**src/rtl/fifo.sv**
```systemverilog
// Single-clock FIFO with registered read port, occupancy counter and status flags; FIFO_ERR_FLAGS_EN adds sticky overflow/underflow.
// Write-to-read latency one edge; writes while full are dropped, reads while empty are ignored.
module fifo #(
    parameter int DATA_WIDTH = 8,
    parameter int ADDR_WIDTH = 6
) (
    input  logic                  clk,
    input  logic                  rst,
    input  logic                  wr_en,
    input  logic                  rd_en,
    input  logic [DATA_WIDTH-1:0] buf_in,
    output logic [DATA_WIDTH-1:0] buf_out,
    output logic [7:0]            fifo_counter,
    output logic                  buf_empty,
`ifdef FIFO_ERR_FLAGS_EN
    output logic                  buf_full,
    output logic                  overflow,
    output logic                  underflow
`else
    output logic                  buf_full
`endif
);

    localparam int          DEPTH     = 1 << ADDR_WIDTH;
    localparam logic [7:0]  DEPTH_CNT = 8'(DEPTH);

    logic [DATA_WIDTH-1:0] mem_q [DEPTH];

    logic [ADDR_WIDTH-1:0] wr_ptr_q, wr_ptr_d;
    logic [ADDR_WIDTH-1:0] rd_ptr_q, rd_ptr_d;
    logic [7:0]            cnt_q, cnt_d;
    logic [DATA_WIDTH-1:0] dout_q, dout_d;
    logic                  wr_ok, rd_ok;

    assign buf_empty    = (cnt_q == 8'd0);
    assign buf_full     = (cnt_q == DEPTH_CNT);
    assign fifo_counter = cnt_q;
    assign buf_out      = dout_q;

    assign wr_ok = wr_en && !buf_full;
    assign rd_ok = rd_en && !buf_empty;

    always_comb begin
        wr_ptr_d = wr_ptr_q;
        rd_ptr_d = rd_ptr_q;
        cnt_d    = cnt_q;
        dout_d   = dout_q;
        if (wr_ok) begin
            wr_ptr_d = wr_ptr_q + 1'b1;
        end
        if (rd_ok) begin
            rd_ptr_d = rd_ptr_q + 1'b1;
            dout_d   = mem_q[rd_ptr_q];
        end
        if (wr_ok && !rd_ok) begin
            cnt_d = cnt_q + 8'd1;
        end else if (rd_ok && !wr_ok) begin
            cnt_d = cnt_q - 8'd1;
        end
    end

    always_ff @(posedge clk) begin
        if (rst) begin
            wr_ptr_q <= '0;
            rd_ptr_q <= '0;
            cnt_q    <= '0;
            dout_q   <= '0;
        end else begin
            wr_ptr_q <= wr_ptr_d;
            rd_ptr_q <= rd_ptr_d;
            cnt_q    <= cnt_d;
            dout_q   <= dout_d;
        end
    end

    // Storage is deliberately left out of reset; the pointers make stale words unreachable.
    always_ff @(posedge clk) begin
        if (!rst && wr_ok) begin
            mem_q[wr_ptr_q] <= buf_in;
        end
    end

`ifdef FIFO_ERR_FLAGS_EN
    logic ovf_q, unf_q;

    always_ff @(posedge clk) begin
        if (rst) begin
            ovf_q <= 1'b0;
            unf_q <= 1'b0;
        end else begin
            if (wr_en && buf_full)  ovf_q <= 1'b1;
            if (rd_en && buf_empty) unf_q <= 1'b1;
        end
    end

    assign overflow  = ovf_q;
    assign underflow = unf_q;
`endif

endmodule

```
**config.mk**
```make
export PLATFORM = sky130hd
export DESIGN_NAME = fifo
export DESIGN_NICKNAME = d
export VERILOG_FILES = /design/src/rtl/fifo.sv
export SDC_FILE = /design/constraint.sdc
export NUM_CORES = 1
export LEC_CHECK = 0
export ABC_CLOCK_PERIOD_IN_PS = 3850
export CAP_MARGIN = 5
export CORE_ASPECT_RATIO = 2
export CORE_UTILIZATION = 33
export CTS_BUF_LIST = sky130_fd_sc_hd__clkbuf_4 sky130_fd_sc_hd__clkbuf_8 sky130_fd_sc_hd__clkbuf_16
export DETAILED_ROUTE_END_ITERATION = 16
export GPL_ROUTABILITY_DRIVEN = 0
export SLEW_MARGIN = 40
export SYNTH_ARGS = -nofsm -noshare
export SYNTH_HDL_FRONTEND = slang
export SYNTH_SLANG_ARGS = --single-unit
```
**constraint.sdc**
```tcl
create_clock -name clk -period 3.85 [get_ports clk]
set_input_delay 0.77 -clock clk [delete_from_list [all_inputs] [get_ports clk]]
set_output_delay 0.77 -clock clk [all_outputs]
set_load 0.05 [all_outputs]
```
==> results of run 1 <==
[worst max-delay path by stage]
stage                                      start                           end  slack [ps]
finish              fifo_counter[0]$_SDFFE_PP0P_  fifo_counter[6]$_SDFFE_PP0P_         460
global route        fifo_counter[0]$_SDFFE_PP0P_  fifo_counter[6]$_SDFFE_PP0P_         210
CTS                 fifo_counter[0]$_SDFFE_PP0P_  fifo_counter[6]$_SDFFE_PP0P_         430
detailed placement                         wr_en  fifo_counter[6]$_SDFFE_PP0P_         220
global placement                           wr_en  fifo_counter[6]$_SDFFE_PP0P_         240
floorplan           fifo_counter[2]$_SDFFE_PP0P_  fifo_counter[6]$_SDFFE_PP0P_         500
[layout make-up]
| type | count | area [um2] | area share |
|---|---|---|---|
| Clock inverter | 14 | 103 | 0.00420 |
| Tap cell | 798 | 998 | 0.0408 |
| Timing Repair Buffer | 120 | 988 | 0.0404 |
| Sequential cell | 540 | 15900 | 0.652 |
| Multi-Input combinational cell | 533 | 5060 | 0.207 |
| Clock buffer | 61 | 1350 | 0.0551 |
| Inverter | 4 | 15.0 | 0.000614 |
[kinds of logic after synthesis]
kind of cell	after synthesis	share of synthesized area
mux	194	0.144
xor+xnor	16	0.00655
simple gates	174	0.0365
compound gates	139	0.0428
flops	540	0.745
fa+ha+maj	10	0.00620
buf+inv	68	0.0185
[placed cells by master (no fill, tap or decap), types with 5 or more instances in the layout]
cell type and count:
dfxtp_1 25, nor2_1 92, xnor2_1 7, buf_4 89, nand3_1 15, edfxtp_1 512
clkinv_1 5, clkdlybuf4s50_1 21, mux2i_1 81, clkbuf_16 50, ha_1 9, xor2_1 9
nand2_1 35, mux4_2 89, buf_2 6, o221ai_1 12, a211oi_1 12, a32oi_1 7
o21ai_0 24, o22ai_1 19, clkbuf_4 9, o21bai_1 9, a21oi_1 32, nand4_1 5
mux2_2 24, a22oi_1 8
[power groups by stage]
stage	clock network (uW)	logic, uW	registers (uW)
after floorplan	0	2120	6880
after global placement	0	3010	6820
after detailed placement	0	3030	6820
after CTS	4600	3040	6690
after global routing	4780	3180	6700
final	4530	2990	6690
[tightest hold or removal path: stages, from the launching register on]
cell and delay [ps]:
dfxtp_1 330, o21ai_0 70, a21oi_1 70
[state kept, by name, summed over array words and instances (netlist names)]
name,cells
buf_out,8
fifo_counter,8
rd_ptr_q,6
wr_ptr_q,6
mem_q,512
[per-layer routing]
layer	vias to the layer above	track usage	wire (um)
met5	-	0	0
met4	0	0.0870	2720
met3	100	0.0126	1330
met2	228	0.307	28900
met1	5556	0.157	17400
li1	4805	-	-
[stage by stage]
step	setup WS (ps)	cells	cell area, um2	hold slack, ps
3_5_place_dp	225	1995	23000	504
4_1_cts	426	2070	24500	519
5_1_grt	212	2070	24500	552
6_report	456	2070	24500	518
2_1_floorplan	498	1141	21400	511
3_3_place_gp	236	1995	23000	504
==> reports/results.tsv, run 1 <==
stage	metric	value	unit
setup_path	path_common_cell	a21o_1	
route	ant_nets	0	
route	drt-total-wl	50.4	mm
synth	syn_nets	1163	
floorplanning	coreArea	63900	um2
setup_path	r2r-end	fifo_counter[6]$_SDFFE_PP0P_	
synth	syn_area_per_cell	18.7	um2
synth	synthTopCellsByCount	512 x edfxtp_1, 92 x nor2_1, 89 x mux4_2, 81 x mux2i_1, 35 x nand2_1	
place	dp_hpwl	34.0	mm
setup_path	r2r_slack	460	ps
route	dr.pass1.iters	5	
route	avgViaCountPerCell	5.16	
synth	yosysTopAreaCellShare	0.719	
power_and_ir_drop	p_clk_frac	0.319	
clocking	cts_num_sinks	540	
floorplanning	ios	30	
timing	setup_violations	0	
clocking	cts_htree_levels	2	
timing	tightest_slew	805	ps
timing	max_freq	0.295	GHz
clocking	cts-root-buf	clkbuf_16	
floorplanning	fp.dieH	362	um
timing	min_period	3390	ps
setup_path	reg2reg_depth	13	
route	drt_iter0_markers	737	
clocking	clock_path_buffers	3	
timing	skew	31.4	ps
clocking	cts_tree	yes	
clocking	worst_skew_pair.late_latency	580	ps
setup_path	arrival	3850	ps
outcome	outcome	finished clean	
setup_path	critical-path-top-delay-family	compound AO/OA/AOI/OAI gates	
route	detail_route.wl_per_cell	24.3	um
route	vias	10700	
power_and_ir_drop	vdd_drop_max	0.000542	V
setup_path	crit_buf_inv	2	
hold_path	hold_path.startpoint	fifo_counter[7]$_SDFFE_PP0P_	
timing	finalSetupTns	0	ps
synth	netlist_instances	1141	
synth	synth_edf_count	512	
synth	async_flop_share	0	
setup_path	critPathCaptureType	flop	
grt	grt_pass1_vias	11300	
setup_path	crit_chain	nor3_1 > nand2_1 > o21a_1 > inv_1 > ha_1 > inv_1 > fa_1 > a21o_1 > a21o_1 > a21o_1 > a21oi_1 > nor4_1 > or3_1	
power_and_ir_drop	p_int	10400	uW
place	port_buffers	29	
setup_path	cp_max_fo	7	
setup_path	start_kind	flop	
floorplanning	dieArea	65900	um2
clocking	post_cts_buffers	0	
grt	grt_use_total	0.155	
clocking	hold_buffers	0	
timing	period_share	0.882	
timing	slew_viol_final	0	
timing	slew_headroom	0.463	
synth	yosys-top-cells-area	edfxtp_1 72%, mux4_2 9.4%, mux2i_1 3.8%	
grt	grt_max_degree	63	
clocking	cts-resized-gates	0	
setup_path	critical_path_class	flop to flop	
floorplanning	die_x	182	um
clocking	clk_pin_slew	70	ps
hold_path	min_path_cells	2	
final_layout	nFillCells	5839	
final_layout	syn2layout_area_growth	14.4	%
setup_path	worstPathRequired	4300	ps
synth	yosys_most_used_dff	edfxtp_1	
timing	report.final.hold_viol_count	0	
final_layout	drive_gt1_frac	0.230	
synth	yosysTopAreaCell	edfxtp_1	
final_layout	num_antenna_cells	0	
timing	rsz0062_at_grt	false	
synth	yosysSeqAreaShare	0.745	
synth	ys_seq_elements	540	
hold_path	hold_end	fifo_counter[7]$_SDFFE_PP0P_	
setup_path	worst-path-stages	13	
final_layout	fin_nets	1263	
route	drc	0	
run	drv_cap	0	
clocking	cts_buffers	42	
power_and_ir_drop	total_power	14200	uW
power_and_ir_drop	switching_share	0.271	
final_layout	utilization	0.383	
power_and_ir_drop	p_per_area	581	nW/um2
setup_path	crit_slowest_cell	fa_1	
power_and_ir_drop	combPwrFrac	0.210	
setup_path	r2r-start	fifo_counter[0]$_SDFFE_PP0P_	
floorplanning	rows	131	
floorplanning	initial_core_util	0.335	
synth	synth.most_common_cell	edfxtp_1	
synth	ys_warn_count	0	
grt	overflow	0	
synth	syn_area	21400	um2
synth	ys_types	49	
power_and_ir_drop	seq_power_share	0.471	
hold_path	holdCritPathClass	flop to flop	
power_and_ir_drop	switchingPower	3850	uW
grt	antenna_found_initial	0	
grt	grt_pass1_wl	74.2	mm
setup_path	cpPeakStageDelay	430	ps
power_and_ir_drop	leakagePower	0.00762	uW
(Power assumes the default switching activity.)
==> run 2: changes to the inputs <==
--- a/config.mk
+++ b/config.mk
@@ -6,12 +6,13 @@
 export NUM_CORES = 1
 export LEC_CHECK = 0
 export ABC_CLOCK_PERIOD_IN_PS = 3850
-export CAP_MARGIN = 5
+export CAP_MARGIN = 10
 export CORE_ASPECT_RATIO = 2
 export CORE_UTILIZATION = 33
 export CTS_BUF_LIST = sky130_fd_sc_hd__clkbuf_4 sky130_fd_sc_hd__clkbuf_8 sky130_fd_sc_hd__clkbuf_16
 export DETAILED_ROUTE_END_ITERATION = 16
 export GPL_ROUTABILITY_DRIVEN = 0
+export RECOVER_POWER = 100
 export SLEW_MARGIN = 40
 export SYNTH_ARGS = -nofsm -noshare
 export SYNTH_HDL_FRONTEND = slang
==> run 2 against run 1 <==
Against the previous run:
- the run now ends with capacitance limit, slew limit left
- final area is 1.2% lower
- global-route usage stayed put
- via count fell by 0.10%
- register-to-register slack gained 50 ps
- clock power hardly changed
- worst hold slack got worse by 2.8 ps
- die area did not move
- maximum frequency decreased by 4.3%
- largest cell class unchanged
- sequential power is essentially flat
==> reports/results.tsv, run 2 (synthesized netlist as in run 1, its figures left out) <==
stage	metric	value	unit
outcome	outcome	complete, but fails checks	
outcome	violations	capacitance limit, slew limit	
timing	tightest_slew	2440	ps
timing	report.final.hold_viol_count	0	
clocking	hold_buffers	0	
final_layout	largest_reg_flops	512	
timing	skew	29.9	ps
floorplanning	rows	131	
floorplanning	coreArea	63900	um2
route	drt_iter0_markers	726	
timing	slew_viol_final	281	
setup_path	critPathCaptureType	flop	
setup_path	critical_path_class	input port to flop	
floorplanning	dieArea	65900	um2
final_layout	fin_nets	1263	
route	dr.pass1.iters	5	
clocking	cts_htree_levels	2	
timing	setup_slack	303	ps
setup_path	cp_max_fo	27	
timing	period_share	0.921	
timing	setup_violations	0	
grt	grt_pass1_wl	74.2	mm
timing	finalSetupTns	0	ps
hold_path	holdCritPathClass	flop to flop	
setup_path	worstPathRequired	4080	ps
final_layout	instances_no_fill	2070	
grt	antenna_found_initial	0	
clocking	cts-resized-gates	0	
route	avgViaCountPerCell	5.16	
final_layout	syn2layout_area_growth	13.0	%
clocking	clk_pin_slew	70	ps
route	vias	10700	
clocking	clock_path_buffers	3	
floorplanning	die_x	182	um
place	pre_cts_ws	225	ps
timing	rsz0062_at_grt	false	
final_layout	nFillCells	5892	
setup_path	reg2reg_depth	13	
route	drt-total-wl	50.4	mm
floorplanning	initial_core_util	0.335	
timing	min_period	3550	ps
power_and_ir_drop	p_per_area	586	nW/um2
route	detail_route.wl_per_cell	24.3	um
place	port_buffers	29	
clocking	cts_num_sinks	540	
grt	grt_pass1_vias	11300	
clocking	post_cts_buffers	0	
clocking	cts_tree	yes	
setup_path	arrival	3780	ps
setup_path	start_kind	input port	
floorplanning	ios	30	
final_layout	layout_common_cells	512 x edfxtp_1, 92 x nor2_1, 89 x mux4_2	
run	drv_cap	7	
power_and_ir_drop	total_power	14200	uW
timing	max_freq	0.282	GHz
final_layout	final_common_cell	edfxtp_1	
final_layout	drive_gt1_frac	0.170	
route	drc	0	
power_and_ir_drop	leakagePower	0.00737	uW
hold_path	min_path_cells	2	
clocking	cts_buffers	42	
grt	overflow	0	
timing	slew_headroom	-0.625	
final_layout	largest_register	mem_q	
place	dp_hpwl	34.0	mm
power_and_ir_drop	vdd_drop_max	0.000546	V
clocking	worst_skew_pair.late_latency	570	ps
place	place_inst	1995	
clocking	cts-root-buf	clkbuf_16	
floorplanning	fp.dieH	362	um
grt	grt_max_degree	63	
grt	grt_use_total	0.155	
final_layout	num_antenna_cells	0	
route	ant_nets	0	
==> run 2: changes by cell type in the layout (fill, tap and decap cells not counted), moves of 6 or more <==
cell / before / now
clkbuf_2: 0 / 6
buf_4: 89 / 14
clkdlybuf4s50_1: 21 / 1
clkbuf_1: 0 / 75
buf_2: 6 / 0
dlygate4sd3_1: 0 / 20
==> run 2: layout make-up <==
class                           instances  area (um2)  area share
Clock buffer                           61        1350      0.0557
Timing Repair Buffer                  120         707      0.0293
Clock inverter                         14         103     0.00425
Tap cell                              798         998      0.0413
Multi-Input combinational cell        533        5050       0.209
Inverter                                4        15.0    0.000621
Sequential cell                       540       15900       0.660
==> run 2: report_power, final <==
part           total, uW  internal (uW)  switching [uW]
registers           6690           6520             176
logic               2940           1300            1640
clock network       4520           2510            2000
total              14200          10300            3820
==> run 2: worst paths after layout <==
path         slack (ps)                      endpoint                          from
max reg2reg         510  fifo_counter[6]$_SDFFE_PP0P_  fifo_counter[0]$_SDFFE_PP0P_
min                 510  fifo_counter[7]$_SDFFE_PP0P_  fifo_counter[7]$_SDFFE_PP0P_
max                 300        mem_q[34][0]$_DFFE_PP_                           rst
min reg2reg         510  fifo_counter[7]$_SDFFE_PP0P_  fifo_counter[7]$_SDFFE_PP0P_
==> run 2: critical path: stages <==
cell           delay (ps)
dlygate4sd3_1         560
clkbuf_1              980
nor2_1                230
nand3_1               170
clkbuf_1              690
nor2_1                 70
clkbuf_1              300
==> run 2: metal layers <==
metal,GRT usage,part of all wire
met1,0.157,0.34
met2,0.307,0.57
met3,0.0126,0.030
met4,0.0870,0.054
met5,0,0
==> run 2: through the flow <==
stage,cell area (um2),utilization,hold WS [ps]
after detailed placement,23000,0.360,504
after CTS,24500,0.383,519
after floorplan,21400,-,511
final,24200,0.378,515
after global placement,23000,0.360,504
after global routing,24200,0.378,549
==> run 3: changes to the inputs <==
--- a/config.mk
+++ b/config.mk
@@ -5,13 +5,13 @@
 export SDC_FILE = /design/constraint.sdc
 export NUM_CORES = 1
 export LEC_CHECK = 0
-export ABC_CLOCK_PERIOD_IN_PS = 3850
+export ABC_CLOCK_PERIOD_IN_PS = 3200
 export CAP_MARGIN = 10
 export CORE_ASPECT_RATIO = 2
+export CORE_MARGIN = 2
 export CORE_UTILIZATION = 33
 export CTS_BUF_LIST = sky130_fd_sc_hd__clkbuf_4 sky130_fd_sc_hd__clkbuf_8 sky130_fd_sc_hd__clkbuf_16
 export DETAILED_ROUTE_END_ITERATION = 16
-export GPL_ROUTABILITY_DRIVEN = 0
 export RECOVER_POWER = 100
 export SLEW_MARGIN = 40
 export SYNTH_ARGS = -nofsm -noshare
==> constraint.sdc (replaced) <==
create_clock -name clk -period 3.2 [get_ports clk]
set_input_delay 0.64 -clock clk [delete_from_list [all_inputs] [get_ports clk]]
set_output_delay 0.64 -clock clk [all_outputs]
set_load 0.05 [all_outputs]
==> run 3 against run 2 <==
Against the previous run:
- the flow still finishes with violations (capacitance limit, slew limit)
- sequential share of layout area is 0.92 points lower
- sequential cell count is the same
- critical path depth is 4 lower
- clock power up 28%
- worst setup slack got worse by 220 ps
- count of clock-buffer cells in the layout shrank 3
- non-clock buffer count is 22 higher
- highest routed layer unchanged
- via count grew 3.2%
- utilization increased by 0.26 points
- combinational power grew 21%
- clock skew down 6.7 ps
==> reports/results.tsv, run 3 (synthesized netlist as in run 1, its figures left out) <==
stage	metric	value	unit
outcome	outcome	complete, but fails checks	
outcome	violations	capacitance limit, slew limit	
grt	grt_pass1_wl	72.1	mm
final_layout	fin_area	24500	um2
power_and_ir_drop	p_clk_frac	0.332	
power_and_ir_drop	combPwrFrac	0.205	
clocking	clk_pin_slew	60	ps
route	dr.pass1.iters	5	
final_layout	instances_no_fill	2116	
final_layout	final_common_cell	edfxtp_1	
grt	grt_max_degree	65	
clocking	cts_tree	yes	
timing	period_share	0.975	
floorplanning	rows	132	
grt	overflow	0	
floorplanning	fp.dieH	364	um
timing	skew	23.2	ps
timing	report.final.hold_viol_count	0	
hold_path	hold_path.startpoint	fifo_counter[7]$_SDFFE_PP0P_	
final_layout	syn2layout_area_growth	14.6	%
route	vias	11000	
final_layout	largest_register	mem_q	
setup_path	critPathCaptureType	output port	
timing	slew_viol_final	139	
setup_path	critical-path-top-delay-family	buffers and inverters	
route	detail_route.wl_per_cell	22.8	um
setup_path	r2r-end	mem_q[35][7]$_DFFE_PP_	
route	met2_length	24.2	mm
power_and_ir_drop	switchingPower	4710	uW
timing	setup_violations	0	
final_layout	num_antenna_cells	0	
grt	grt_use_total	0.145	
clocking	cts-resized-gates	0	
route	drt_iter0_markers	1024	
clocking	cts-root-buf	clkbuf_16	
final_layout	largest_reg_flops	512	
place	dp_hpwl	30.7	mm
setup_path	cp_max_fo	4	
place	place_area	23200	um2
power_and_ir_drop	seq_power_share	0.463	
clocking	hold_buffers	0	
final_layout	fin_nets	1294	
setup_path	worst-path-stages	3	
place	place_inst	2023	
setup_path	start_kind	flop	
setup_path	crit_chain	nor4_4 > and3_1 > clkdlybuf4s50_1	
hold_path	holdCritPathClass	flop to flop	
setup_path	crit_slowest_cell	clkdlybuf4s50_1	
final_layout	utilization	0.381	
setup_path	startpoint	fifo_counter[5]$_SDFFE_PP0P_	
power_and_ir_drop	switching_share	0.270	
timing	tightest_slew	2080	ps
final_layout	nFillCells	5885	
final_layout	drive_gt1_frac	0.188	
grt	grt_pass1_vias	11500	
clocking	worst_skew_pair.late_latency	590	ps
clocking	clock_path_buffers	3	
power_and_ir_drop	leakagePower	0.00753	uW
route	drt-total-wl	48.3	mm
route	drc	0	
setup_path	reg2reg_depth	7	
floorplanning	initial_core_util	0.332	
final_layout	layout_common_cells	512 x edfxtp_1, 91 x nor2_1, 89 x mux4_2	
timing	rsz0062_at_grt	false	
setup_path	crit_buf_inv	1	
power_and_ir_drop	vdd_drop_max	0.000581	V
setup_path	cpPeakStageDelay	860	ps
setup_path	critical_path_class	flop to output port	
timing	min_period	3120	ps
route	dr_wl_met3	3.10	mm
route	top_layer_used	met4	
setup_path	r2r_slack	220	ps
clocking	post_cts_buffers	0	
route	ant_nets	0	
setup_path	worstPathRequired	2560	ps
place	port_buffers	29	
timing	slew_headroom	-0.389	
place	gp_congestion	0.821	
clocking	cts_htree_levels	2	
run	drv_cap	4	
power_and_ir_drop	p_int	12700	uW
route	avgViaCountPerCell	5.21	
clocking	cts_num_sinks	540	
floorplanning	dieArea	67000	um2
floorplanning	coreArea	64400	um2
timing	max_freq	0.321	GHz
power_and_ir_drop	p_per_area	712	nW/um2
floorplanning	die_x	184	um
setup_path	arrival	2480	ps
floorplanning	ios	30	
timing	whs	504	ps
setup_path	r2r-start	fifo_counter[2]$_SDFFE_PP0P_	
grt	antenna_found_initial	1	
clocking	cts_buffers	51	
route	route.layer.met1.wl	19.7	mm
setup_path	endpoint	buf_full	
[run 3: cell type report]
class	count	area [um2]	share of cell area
Clock inverter	35	269	0.0110
Timing Repair Buffer	142	840	0.0342
Inverter	4	15.0	0.000612
Clock buffer	58	1350	0.0549
Tap cell	804	1010	0.0410
Sequential cell	540	16000	0.651
Multi-Input combinational cell	533	5080	0.207
[run 3: worst min-delay path, stage by stage, from the launching register on]
cell and delay [ps]:
dfxtp_2 340, o21ai_0 70, a21oi_1 60
[run 3: metal layers]
metal,vias to the layer above,global-route usage
met5,-,0
met4,0,0.0441
met3,79,0.0220
met2,401,0.247
met1,5659,0.191
li1,4883,-
[run 3: stage by stage]
stage	setup TNS, ps	power (uW)	worst slack [ps]
after global routing	0	18100	40.4
after global placement	-217	11800	-132
after CTS	0	17700	28.8
final	0	17500	81.4
after floorplan	0	10900	9.39
after detailed placement	-346	11900	-221
[run 3: worst min path at each step]
stage / end / depth (start not counted) / slack (ps)
finish: fifo_counter[7]$_SDFFE_PP0P_ / 2 / 500
global route: fifo_counter[7]$_SDFFE_PP0P_ / 2 / 550
CTS: mem_q[17][4]$_DFFE_PP_ / 1 / 470
detailed placement: fifo_counter[7]$_SDFFE_PP0P_ / 2 / 490
global placement: fifo_counter[7]$_SDFFE_PP0P_ / 2 / 500
floorplan: rd_ptr_q[5]$_SDFFE_PP0P_ / 2 / 510
[run 3: power groups by stage]
stage	logic [uW]	clock network, uW	registers, uW
after floorplan	2560	0	8290
after global placement	3540	0	8260
after CTS	3660	5920	8080
after detailed placement	3650	0	8230
after global routing	3830	6200	8100
final	3570	5790	8090
==> edit 1, RTL diff (flow settings as in run 3) <==
`dout_q` no longer has a reset.
--- a/src/rtl/fifo.sv
+++ b/src/rtl/fifo.sv
@@ -64,13 +64,15 @@
             wr_ptr_q <= '0;
             rd_ptr_q <= '0;
             cnt_q    <= '0;
-            dout_q   <= '0;
         end else begin
             wr_ptr_q <= wr_ptr_d;
             rd_ptr_q <= rd_ptr_d;
             cnt_q    <= cnt_d;
-            dout_q   <= dout_d;
         end
+    end
+
+    always_ff @(posedge clk) begin
+        dout_q <= dout_d;
     end
 
     // Storage is deliberately left out of reset; the pointers make stale words unreachable.
Check against the original RTL: differs if rst is asserted again (counterexample within 4 cycles, from zero or initial values and one cycle with rst high); with rst held inactive, the same outputs for 4 cycles.
==> edit 1 against run 3 <==
  * The flow still finishes with violations (max-capacitance violations, max-slew violations)
  * Clock power rose by 6.6%
  * Hold slack improved by 0.053 ns
  * Via count decreased by 1.1%
  * Global-route usage rose by 0.23 points
  * Wire length rose by 1.1%
  * Total power rose by 0.78%
  * Die area about the same
  * Design area is 0.87% higher
  * Setup slack improved by 0.055 ns
  * Sequential cell count unchanged
  * Area after synthesis is essentially flat
  * Synthesized cell count shrank 0.61%
==> edit 1: results (changes against run 3) <==
The number of antenna violations at the first check in global routing came out at 0 (was 1). The number of placed instances with taps included is 2013 (was 2023). The maximum VDD drop came to 0.000679 V (was 0.000581 V). The wire length per cell came out at 23.2 microns (was 22.8 microns).

The number of max-slew violations in the final report is 130 (was 139). The post-synthesis to final-layout area growth is 15.5% (was 14.6%). The global-route wire length before repair came to 73300 microns (was 72100 microns). The global routing usage on met3 came out at 0.0205 (was 0.0220). The vias per cell is 5.18 (was 5.21). The number of filler instances in the final layout came to 5908 (was 5885). Violated checks: max-capacitance violations, max-slew violations (unchanged). The final period demand of the worst path is 3.06 ns (was 3.12 ns). The routed metal-1 wirelength is 20800 microns (was 19700 microns). The leakage power is 7.61 nW (was 7.53 nW). The delay contributed by the slowest stage of the critical path is 0.60 ns (was 0.86 ns).

The worst-margin pin slew came out at 2.72 ns (was 2.08 ns). The global-route total usage across every layer is 0.147 (was 0.145). The share of the yosys chip area belonging to registers came out at 0.748 (was 0.745). Status: complete, but fails checks (unchanged). The number of maximum-capacitance constraint violations is 2 (was 4). The count of flip-flops with a built-in enable after synthesis is 520 (was 512).

The detailed placer's ending HPWL came out at 31700 microns (was 30700 microns). The sum of met2 wire segment lengths after detailed routing came out at 24200 microns (about the same). The capture instance of the worst register-to-register path is fifo_counter[7]$_SDFFE_PP0P_ (was mem_q[35][7]$_DFFE_PP_). The kind of end point of the critical path is a flop (was primary output). The met3 layer wire length in the routed design came out at 2600 microns (was 3100 microns). The routing usage on met2 came out at 0.245 (was 0.247). The fraction of final layout cells with drive strength greater than 1 is 0.207 (was 0.188). The number of gates resized after CTS is 1 (was 0). The initial DRC count came out at 1081 (was 1024). The standard cell area after detailed placement was 0.0233 sq mm (was 0.0232 sq mm). Synth top area cells: edfxtp_1, mux4_2, mux2i_1 (unchanged). The average cell area after synthesis is 18.9 sq um (was 18.7 sq um). The global routing met1 resource utilization is 0.201 (was 0.191). The standard cell with the maximum stage delay on the critical path is or4_4 (was clkdlybuf4s50_1). The total via count after detailed routing came out at 10.9k (was 11.0k). The post-layout net count is 1282 (was 1294).
-- edit 1: cells by family after synthesis --
group                      after synthesis  synth area share
DFF                                    540             0.748
and+or+nand+nor                        226            0.0477
muxes                                  180             0.142
AOI/OAI and AO/OA                       95            0.0335
buffers and inverters                   68            0.0166
xor gates and xnor gates                15           0.00614
adders and majority gates               10           0.00620
-- edit 1: power by group through the flow --
stage	registers (mW)	clock network, mW	logic [mW]
2_1_floorplan	8.36	0	2.27
3_3_place_gp	8.22	0	3.40
3_5_place_dp	8.23	0	3.45
4_1_cts	8.08	6.31	3.45
5_1_grt	8.09	6.58	3.58
6_report	8.08	6.17	3.35
-- edit 1: cell type report --
| cell class | instances | area share |
|---|---|---|
| multi-input cells | 526 | 0.207 |
| inverters | 9 | 0.00157 |
| clock inverters | 34 | 0.0160 |
| repair buffers | 134 | 0.0329 |
| flip-flops and latches | 540 | 0.648 |
| well taps | 804 | 0.0407 |
| clock buffers | 58 | 0.0537 |
-- edit 1: worst min-delay path by stage --
stage	startpoint	to	cells after the start
after floorplan	wr_ptr_q[1]$_SDFFE_PP0P_	wr_ptr_q[1]$_SDFFE_PP0P_	2
after global placement	fifo_counter[2]$_SDFFE_PP0P_	fifo_counter[2]$_SDFFE_PP0P_	2
after detailed placement	fifo_counter[2]$_SDFFE_PP0P_	fifo_counter[2]$_SDFFE_PP0P_	2
after CTS	buf_in[7]	mem_q[51][7]$_DFFE_PP_	1
after global routing	fifo_counter[0]$_SDFFE_PP0P_	fifo_counter[0]$_SDFFE_PP0P_	2
final	fifo_counter[2]$_SDFFE_PP0P_	fifo_counter[2]$_SDFFE_PP0P_	2
-- edit 1: worst min-delay path, cell delays in order (launching register included) --
cell	delay [ns]
dfxtp_4	0.37
a21oi_1	0.07
nor2_1	0.08
==> edit 2, RTL diff (settings of run 3) <==
Without the edit above. Change the parameter `DATA_WIDTH` from 8 to 10.
--- a/src/rtl/fifo.sv
+++ b/src/rtl/fifo.sv
@@ -1,7 +1,7 @@
 // Single-clock FIFO with registered read port, occupancy counter and status flags; FIFO_ERR_FLAGS_EN adds sticky overflow/underflow.
 // Write-to-read latency one edge; writes while full are dropped, reads while empty are ignored.
 module fifo #(
-    parameter int DATA_WIDTH = 8,
+    parameter int DATA_WIDTH = 10,
     parameter int ADDR_WIDTH = 6
 ) (
     input  logic                  clk,
Ports: changed (resized buf_in and buf_out); port bits go from 30 to 34. The function was not compared with the original's and may differ.
==> edit 2 against run 3 <==
  * The flow still finishes with violations (max-capacitance violations, max-slew violations)
  * Fmax increased by 2.1%
  * Wire length increased by 38%
  * Design area increased by 24%
  * Area after synthesis increased by 23%
  * Count of clock-buffer cells in the layout increased by 11
  * Total power increased by 20%
  * Sequential cell count increased by 130
  * Setup slack improved by 0.064 ns
  * Critical path type is now reg -> reg
  * Highest routed layer is now met5
==> edit 2: results (changes against run 3) <==
Top cell types by occurrence after synthesis: edfxtp_1, mux2i_1, nor2_1 (was edfxtp_1, nor2_1, mux4_2). The number of clock buffers inserted by TritonCTS came out at 55 (was 51). The global-route total usage across every layer is 0.162 (was 0.145). The number of nets produced by synthesis came out at 1393 (was 1163). The first element of the critical path is rd_ptr_q[0]$_SDFFE_PP0P_ (was fifo_counter[5]$_SDFFE_PP0P_). The clock sink total came to 670 (was 540). The share of the yosys chip area belonging to registers is 0.756 (was 0.745). The leakage power is 9.50 nW (was 7.53 nW).

Violated checks: max-capacitance violations, max-slew violations (unchanged). The relative slew slack is -0.338 (was -0.389). The register share of total power came out at 0.472 (was 0.463). The fraction of final layout cells with drive strength greater than 1 is 0.207 (was 0.188). The count of flip-flops with a built-in enable after synthesis came out at 640 (was 512). The number of max-slew violations in the final report is 275 (was 139). The switching part of the total was 0.267 (was 0.270). The wire length per cell is 25.3 microns (was 22.8 microns). The area of combinational cells with multiple inputs was 0.00598 sq mm (was 0.00508 sq mm).

The summed area of non-filler cells in the final layout is 0.0303 sq mm (was 0.0245 sq mm). The number of input and output port buffers inserted was 33 (was 29). The cell-internal power is 15.4 mW (was 12.7 mW). The clock-cell share of area is 0.0613 (was 0.0659).

The total clock network power came to 6.97 mW (was 5.79 mW). The maximum VDD drop came to 0.000465 V (was 0.000581 V). The standard cell with the maximum stage delay on the critical path is dfxtp_2 (was clkdlybuf4s50_1). The number of flip-flops under the largest register name came to 640 (was 512). The reg-to-reg setup timing slack is 0.15 ns (was 0.22 ns).

The number of distinct library cell variants in the gate-level netlist after synthesis is 53 (was 49). The capture instance of the worst register-to-register path is buf_out[3]$_SDFFE_PP0P_ (was mem_q[35][7]$_DFFE_PP_). Synth top area cells: edfxtp_1, mux4_2, mux2i_1 (unchanged).

The vias per cell came to 5.20 (was 5.21). The count of buffers not belonging to the clock network in the layout came out at 203 (was 142). The delay contributed by the slowest stage of the critical path came out at 0.71 ns (was 0.86 ns). The number of maximum-capacitance constraint violations is 9 (was 4). The kind of end point of the critical path is a flop (was primary output).

The number of filler instances in the final layout is 7249 (was 5885). The via count of the first global-routing pass came to 14.4k (was 11.5k). The detailed placer's ending HPWL is 45800 microns (was 30700 microns). The post-layout net count came to 1576 (was 1294). Status: complete, but fails checks (unchanged). The multi-input logic cell count is 614 (was 533). The data arrival time at the worst-slack endpoint came out at 3.56 ns (was 2.48 ns). The worst slack at placement came out at -0.00168 ns (was -0.221 ns). The area share of buffers outside the clock network came out at 0.0443 (was 0.0342).
edit 2: cell types whose count changed after synthesis, sizes merged, moves of 13 or more:
cell / change
edfxtp: +128
mux2i: +45
mux2: -22
o22ai: +20
nand2: -18
nor2: +17
o21ai: -13
edit 2: cells by family (layout without fill, tap and decap cells):
family                     count (synthesis)  count (layout)  share of synthesized area
AOI/OAI and AO/OA                        163             163                     0.0457
xor gates and xnor gates                  14              14                    0.00468
adders and majority gates                 10              10                    0.00506
buffers and inverters                     85             314                     0.0174
DFF                                      670             670                      0.756
muxes                                    229             229                      0.137
and+or+nand+nor                          198             198                     0.0350
edit 2: metal layers:
layer,track usage,part of all wire,vias to the layer above
met5,0,0.00020,-
met3,0.0170,0.038,140
met1,0.170,0.35,7169
met4,0.0844,0.054,2
li1,-,-,5967
met2,0.312,0.56,410
edit 2: through the flow:
stage,TNS (ns),util,cells
floorplan,0,-,1369
global placement,-0.00319,0.365,2531
detailed placement,-0.00168,0.365,2531
CTS,0,0.389,2634
global route,0,0.385,2634
finish,0,0.385,2634
